==> config.mk <==
export PLATFORM = sky130hd
export DESIGN_NAME = display_scan_ctrl
export DESIGN_NICKNAME = d
export VERILOG_FILES = /design/src/rtl/display_scan_ctrl.sv
export SDC_FILE = /design/constraint.sdc
export NUM_CORES = 1
export LEC_CHECK = 0
export BUFFER_PORTS_ARGS = -buffer_cell sky130_fd_sc_hd__buf_4
export CORE_UTILIZATION = 45
export DETAILED_ROUTE_END_ITERATION = 10
export GPL_TIMING_DRIVEN = 0
export HOLD_SLACK_MARGIN = 0.08
export PLACE_DENSITY_LB_ADDON = 0.15
export SYNTH_ARGS = -nofsm -noshare
export SYNTH_HDL_FRONTEND = slang
export SYNTH_SLANG_ARGS = --single-unit
==> constraint.sdc <==
create_clock -name clk -period 5.1 [get_ports clk]
set_input_delay 1.53 -clock clk [delete_from_list [all_inputs] [get_ports clk]]
set_output_delay 1.53 -clock clk [all_outputs]
set_load 0.05 [all_outputs]
==> src/rtl/display_scan_ctrl.sv <==
`default_nettype none
// ============================================================================
// Module   : display_scan_ctrl
// Purpose  : Scan scheduler for a 4-digit multiplexed 7-segment display.
//            Time-slices the digits and blanks the start of each slot to stop
//            ghosting. Applies per-digit masking and leading-zero blanking.
//            Display data is double-buffered and only changes on frame
//            boundaries.
// Revision : 1.0 - initial release
// ============================================================================
module display_scan_ctrl #(
    parameter int SCAN_DIV  = 12500,
    parameter int BLANK_CYC = 250
) (
    input  logic        clk,
    input  logic        rst,
    input  logic        en,
    input  logic        load,
    input  logic [15:0] bcd_in,
    input  logic [3:0]  digit_en,
    input  logic        lz_blank,
    output logic [1:0]  sel,
    output logic [3:0]  an,
    output logic [3:0]  digit_val,
    output logic        blank,
    output logic        frame_done
);

    localparam logic [1:0]  c_IDLE       = 2'd0;
    localparam logic [1:0]  c_BLANK      = 2'd1;
    localparam logic [1:0]  c_SHOW       = 2'd2;
    localparam logic [25:0] c_SLOT_LAST  = 26'(SCAN_DIV - 1);
    localparam logic [25:0] c_BLANK_LAST = (BLANK_CYC > 0) ? 26'(BLANK_CYC - 1) : 26'd0;
    // A slot starts in SHOW directly when there is no blank interval.
    localparam logic [1:0]  c_SLOT_START = (BLANK_CYC > 0) ? c_BLANK : c_SHOW;

    logic [1:0]  r_state;
    logic [25:0] r_slot_cnt;
    logic [1:0]  r_sel;
    logic [15:0] r_staging;
    logic [15:0] r_active;
    logic [3:0]  r_an;
    logic [3:0]  r_digit_val;
    logic        r_blank;
    logic        r_frame_done;

    logic [1:0]  w_state;
    logic [25:0] w_slot_cnt;
    logic [1:0]  w_sel;
    logic [15:0] w_staging;
    logic [15:0] w_active;
    logic        w_frame_end;
    logic        w_lz;
    logic        w_visible;
    logic [3:0]  w_an;
    logic [3:0]  w_digit_val;
    logic        w_blank;
    logic        w_frame_done;

    // Next-state, buffer and output decode; outputs are computed from the
    // next state so the registered outputs line up with the state register.
    always_comb begin
        w_state     = r_state;
        w_slot_cnt  = r_slot_cnt;
        w_sel       = r_sel;
        w_staging   = load ? bcd_in : r_staging;
        w_active    = r_active;
        w_frame_end = (r_state == c_SHOW) && (r_sel == 2'd3) && (r_slot_cnt == c_SLOT_LAST);

        if (!en) begin
            w_state    = c_IDLE;
            w_slot_cnt = 26'd0;
            w_sel      = 2'd0;
        end else begin
            case (r_state)
                c_IDLE: begin
                    w_state    = c_SLOT_START;
                    w_slot_cnt = 26'd0;
                    w_sel      = 2'd0;
                end
                c_BLANK: begin
                    w_slot_cnt = r_slot_cnt + 26'd1;
                    if (r_slot_cnt == c_BLANK_LAST) begin
                        w_state = c_SHOW;
                    end
                end
                c_SHOW: begin
                    if (r_slot_cnt == c_SLOT_LAST) begin
                        w_slot_cnt = 26'd0;
                        w_sel      = r_sel + 2'd1;
                        w_state    = c_SLOT_START;
                    end else begin
                        w_slot_cnt = r_slot_cnt + 26'd1;
                    end
                end
                default: begin
                    w_state    = c_IDLE;
                    w_slot_cnt = 26'd0;
                    w_sel      = 2'd0;
                end
            endcase
        end

        // While stopped the active buffer is written straight through; while
        // scanning it only changes as the digit-3 slot ends (and en is high).
        if ((r_state == c_IDLE) && load) begin
            w_active = bcd_in;
        end else if (en && w_frame_end) begin
            w_active = load ? bcd_in : r_staging;
        end

        // Leading zeros: digit i blanks when it and every higher nibble is 0.
        case (w_sel)
            2'd1:    w_lz = lz_blank && (w_active[15:4] == 12'd0);
            2'd2:    w_lz = lz_blank && (w_active[15:8] == 8'd0);
            2'd3:    w_lz = lz_blank && (w_active[15:12] == 4'd0);
            default: w_lz = 1'b0;
        endcase

        w_visible    = (w_state == c_SHOW) && digit_en[w_sel] && !w_lz;
        w_an         = w_visible ? ~(4'b0001 << w_sel) : 4'b1111;
        w_blank      = !w_visible;
        w_digit_val  = (w_state == c_IDLE) ? 4'd0 : w_active[{w_sel, 2'b00} +: 4];
        w_frame_done = (w_state == c_SHOW) && (w_sel == 2'd3) && (w_slot_cnt == c_SLOT_LAST);
    end

    // State, buffers and registered outputs.
    always_ff @(posedge clk) begin
        if (rst) begin
            r_state      <= c_IDLE;
            r_slot_cnt   <= 26'd0;
            r_sel        <= 2'd0;
            r_staging    <= 16'd0;
            r_active     <= 16'd0;
            r_an         <= 4'b1111;
            r_digit_val  <= 4'd0;
            r_blank      <= 1'b1;
            r_frame_done <= 1'b0;
        end else begin
            r_state      <= w_state;
            r_slot_cnt   <= w_slot_cnt;
            r_sel        <= w_sel;
            r_staging    <= w_staging;
            r_active     <= w_active;
            r_an         <= w_an;
            r_digit_val  <= w_digit_val;
            r_blank      <= w_blank;
            r_frame_done <= w_frame_done;
        end
    end

    assign sel        = r_sel;
    assign an         = r_an;
    assign digit_val  = r_digit_val;
    assign blank      = r_blank;
    assign frame_done = r_frame_done;

endmodule
`default_nettype wire

# ---- Yosys cells after proc, flatten, opt, wreduce, memory -nomap -nowiden
# Index checks and enable logic that the tools add are counted.
dict set report word_totals {
  reg_bits 72
  inputBits 25
  output_inout_bits 12
  elab_cells 62
}
dict set report op_classes {
  add_sub_neg 2
  n_lt_le_gt_ge 1
  n_eq_ne 10
  n_shift 2
  mux 16
  n_bitwise 2
  n_reduce_logical 20
}
# cell count
set op_table {}
lappend op_table {{$eq 26x14->1 const B} 2}
lappend op_table {{$mux 26} 2}
lappend op_table {{$pmux 26 s2} 1}
lappend op_table {{$mux 16} 3}
lappend op_table {{$add 26x1->26 const B} 1}
lappend op_table {{$eq 26x8->1 const B} 1}
lappend op_table {{$shiftx 16x5->4} 1}
lappend op_table {{$logic_not 12->1} 1}
lappend op_table {{$logic_and 1x1->1} 11}
lappend op_table {{$eq 2x2->1 const B} 5}
lappend op_table {{$mux 2} 5}
lappend op_table {{$logic_not 8->1} 1}
lappend op_table {{$pmux 2 s3} 1}
lappend op_table {{$eq 2x1->1 const B} 2}
lappend op_table {{$logic_not 2->1} 2}
lappend op_table {{$logic_not 4->1} 1}
lappend op_table {{$not 4->4} 1}
lappend op_table {{$pmux 2 s2} 1}
lappend op_table {{$reduce_or 2->1} 2}
lappend op_table {{$shl 1x2->4 const A} 1}
lappend op_table {{$lt 2x3->1 const B} 1}
lappend op_table {{$pmux 1 s3} 1}
lappend op_table {{$add 2x1->2 const B} 1}
lappend op_table {{$bmux 1 s2} 1}
lappend op_table {{other kinds (3)} 4}

# ---- Depth between registers and ports, before layout
dict set report depth {
  ltp_word 13
  depth_mapped 11
  ltp_nobuf 9
}

# ---- Worst setup path before layout
# No wires, ideal clock.
dict set report synth_path {
  path_type {input-to-reg}
  start {in load}
  end {reg r_staging[10]}
  setup_time_ps 128
  arrival_time_ps 3208
  required_ps 4972
  slack_ps 1764
  stages 7
  path_buffers 5
  cell_sequence {clkbuf_1 > buf_2 > buf_1 > clkbuf_1 > buf_2 > mux2i_1 > nor2_1}
}
dict set report synth_between {
  elab_chain_cells 1
}
# item line_no
set synth_rtl {}
lappend synth_rtl {{from (decl)} 18} ;# input logic load,
lappend synth_rtl {{$mux 16} --}
lappend synth_rtl {{to (signal assigned)} 143} ;# r_staging <= w_staging;
lappend synth_rtl {{to (decl)} 40} ;# logic [15:0] r_staging;
# No other way between the ends.
# A chain may end at the register's enable or synchronous reset.

# ---- Worst setup path after layout
dict set report layout_path {
  start {in en}
  end {reg r_digit_val[1], in the netlist digit_val[1]}
}
dict set report layout_between {
  elab_chain_cells 4
  word_cells_on_any_way 8
  classes_between {1 x shift; 4 x mux; 3 x reduce/logical}
}
# item line_no
set layout_rtl {}
lappend layout_rtl {{from (decl)} 17} ;# input logic en,
lappend layout_rtl {{$logic_and 1x1->1} 108} ;# end else if (en && w_frame_end) begin
lappend layout_rtl {{$mux 16} 108}
lappend layout_rtl {{$mux 16} 106} ;# if ((r_state == c_IDLE) && load) begin
lappend layout_rtl {{$shiftx 16x5->4} 123} ;# w_digit_val = (w_state == c_IDLE) ? 4'd0 : w_active[{w_sel, 2'b00} +: 4];
lappend layout_rtl {{to (signal assigned)} 146} ;# r_digit_val <= w_digit_val;
lappend layout_rtl {{to (decl)} 43} ;# logic [3:0] r_digit_val;
# Parallel ways exist; a longest one is shown, timed or not.

==> run_results.csv <==
group,metric,value,unit
run_status,status,"completed",
route,drt_iter0_drc,337,
cts,cts_root_buf,"clkbuf_8",
setup_path,critical_path.max_fanout,10,
setup_path,path_cells,"buf_4 > and3_1 > and4_1 > buf_6 > nand2_1 > clkbuf_1 > a211oi_1 > a2111oi_0 > nor3_1 > a211oi_1",
final_layout,antenna_cells,0,
setup_path,cpMaxStageDelayCell,"a2111oi_0",
setup_path,worstReg2RegStart,"r_state[0]",
final_layout,drive_above_1_share,0.163,
power,p_leak,1.84,nW
setup_path,required,5340,ps
cts,clkSinkCount,72,
timing,fin_crit,3750,ps
grt,antenna_found_initial,0,
cts,clkLatencyLatePin,340,ps
setup_path,critPathKind,"input pin to flop",
min_path,worst_hold_path.endpoint,"r_staging[2]",
setup_path,r2r_cells,11,
synthesis,async_reset_ff_frac,0,
synthesis,synth_edf_count,0,
synthesis,synth_area_leaders,"dfxtp_1, nor2_1, mux2i_1",
grt,grt_pass1_vias,3754,
floorplan,core_area,0.00889,mm^2
synthesis,synth_top_flop_cell,"dfxtp_1",
synthesis,ys_types,66,
timing,slew_viol_final,0,
final_layout,layout.nets,567,
setup_path,endpoint_kind,"flop",
route,first_pass_iters,5,
timing,finalCritPeriodShare,0.736,
cts,cts_hold_buf,0,
route,ant_nets,0,
floorplan,start_util,0.475,
grt,grt_overflow,0,
timing,hold_violations,0,
placed_design,portBuffers,34,
cts,numCtsBuffers,9,
final_layout,final_common_cell,"nor2_1",
cts,htreeDepth,3,
floorplan,boundaryPins,37,
floorplan,die_w,98.8,um
route,viasPerCell,6.24,
setup_path,max_stage_delay,620,ps
flow_run,cap_violations,0,
synthesis,syn_inst,490,
power,powerDensity,247,mW/mm^2
synthesis,yosysSeqAreaShare,0.342,
synthesis,synth-warning-count,0,
min_path,min_from,"r_staging[2]",
timing,worst_slew_pin_slew,749,ps
synthesis,synth_top_cell_area_share,0.342,
synthesis,yosys.area.top_type,"dfxtp_1",
min_path,worstHoldPathType,"flop to flop",
timing,rsz0062_at_grt,"no",
route,vias,4038,
synthesis,syn-num-nets,522,
power,ir_drop,0.000169,V
timing,fmax,266,MHz
route,drc,0,
route,wl,11.8,mm
cts,cts_resized,0,
floorplan,rows,34,
final_layout,area_growth,13.7,%
setup_path,crit_top_cell,"a211oi_1",
cts,clock_path_buffers,2,
timing,fin_skew,7.47,ps
timing,max-slew-margin-rel,0.500,
setup_path,r2r_end,"digit_val[1]",
grt,grt_max_degree,12,
cts,cts_setup_buffers,0,
synthesis,synth_area,0.00422,mm^2
final_layout,final_cell_mix,"nor2_1, dfxtp_1, buf_4, nand2_1",
timing,hold_ws,488,ps
timing,finalSetupTns,0,ps
grt,track_usage,0.251,
setup_path,start_kind,"input pin",
synthesis,synth-seq-cells,72,
route,routedWlPerCell,18.2,um
synthesis,avgSynthCellArea,8.61,um^2
setup_path,crit_arrival,4000,ps
cts,cts_tree,"built",
placed_design,dp.final_hpwl,8.73,mm
floorplan,dieArea,0.00977,mm^2
placed_design,gp_congestion,0.923,
grt,grt_pass1_wl,19.3,mm
setup_path,r2r_slack,1800,ps
timing,setup_viol,0,
min_path,min_path_cells,2,
cts,clk_pin_slew,70,ps
floorplan,die_y,98.8,um
Yosys cell counts, types with 4 or more instances:
master,n
o41ai_1,8
a211oi_1,18
o21ai_0,4
o221ai_1,8
nand2_1,26
buf_2,13
o211ai_1,5
and4_1,11
xnor2_1,10
dfxtp_1,72
ha_1,7
nand4_1,13
a211o_1,10
a31oi_1,5
a21oi_1,8
nor3_1,19
mux2_2,5
mux2i_1,20
nand2b_1,5
nor2_1,76
inv_1,7
clkbuf_1,11
and3_1,19
nor4_1,7
or3_1,4
xor2_1,14
nand3_1,20
cell families (layout without fill, tap and decap cells):
logic type               Yosys count  after routing  share of synthesized area
AND/OR/NAND/NOR                  226            226                      0.291
AO/OA/AOI/OAI                     96             96                      0.189
flip-flops                        72             72                      0.342
buffers and inverters             40             89                     0.0468
multiplexers                      25             25                     0.0608
XOR/XNOR                          24             24                     0.0498
adder cells (fa/ha/maj)            7              7                     0.0208
routing by layer:
layer  global-route usage  part of all wire
met1                0.361              0.49
met2                0.370              0.43
met3               0.0603             0.066
met4               0.0769             0.018
met5                    0                 0
per-stage QoR:
stage / cells / worst slack [ps] / util / power, mW / cell area, um^2
2_1_floorplan: 490 / 1760 / - / 0.700 / 4220
3_3_place_gp: 632 / 1170 / 0.519 / 0.746 / 4610
3_5_place_dp: 632 / 1110 / 0.519 / 0.749 / 4610
4_1_cts: 647 / 1450 / 0.540 / 1.19 / 4800
5_1_grt: 647 / 1180 / 0.540 / 1.24 / 4800
6_report: 647 / 1350 / 0.540 / 1.19 / 4800
flip-flops by register name, indices dropped and copies added, names as in the netlist:
signal,cells
sel,2
blank,1
r_slot_cnt,26
r_active,16
an,4
digit_val,4
r_staging,16
r_state,2
frame_done,1
layout make-up:
type / count / area (um^2)
plain buffers: 33 / 171
fillers: 859 / 4090
clock inverters: 3 / 42.5
clock buffers: 12 / 145
multi-input cells: 378 / 2580
well taps: 108 / 135
repair buffers: 34 / 255
flip-flops and latches: 72 / 1440
inverters: 7 / 26.3
worst max path at each step:
stage | from | to | cells past startpoint
floorplan | load | r_staging[10] | 7
global placement | load | r_staging[8] | 7
detailed placement | en | digit_val[1] | 10
CTS | en | digit_val[1] | 10
global route | en | digit_val[1] | 10
finish | en | digit_val[1] | 10
report_power, final:
group          leakage [nW]  internal [mW]  switching (mW)
sequential            0.588          0.581          0.0135
combinational          1.16         0.0612          0.0833
clock                0.0925          0.236           0.210
total                  1.84          0.879           0.306
worst max-delay path, delay by kind of cell:
family / cells / cell delay (ps)
AOI/OAI and AO/OA: 3 / 1080
buffers and inverters: 3 / 710
and+or+nand+nor: 4 / 660
Note: power is estimated with default switching activity, not from simulation.
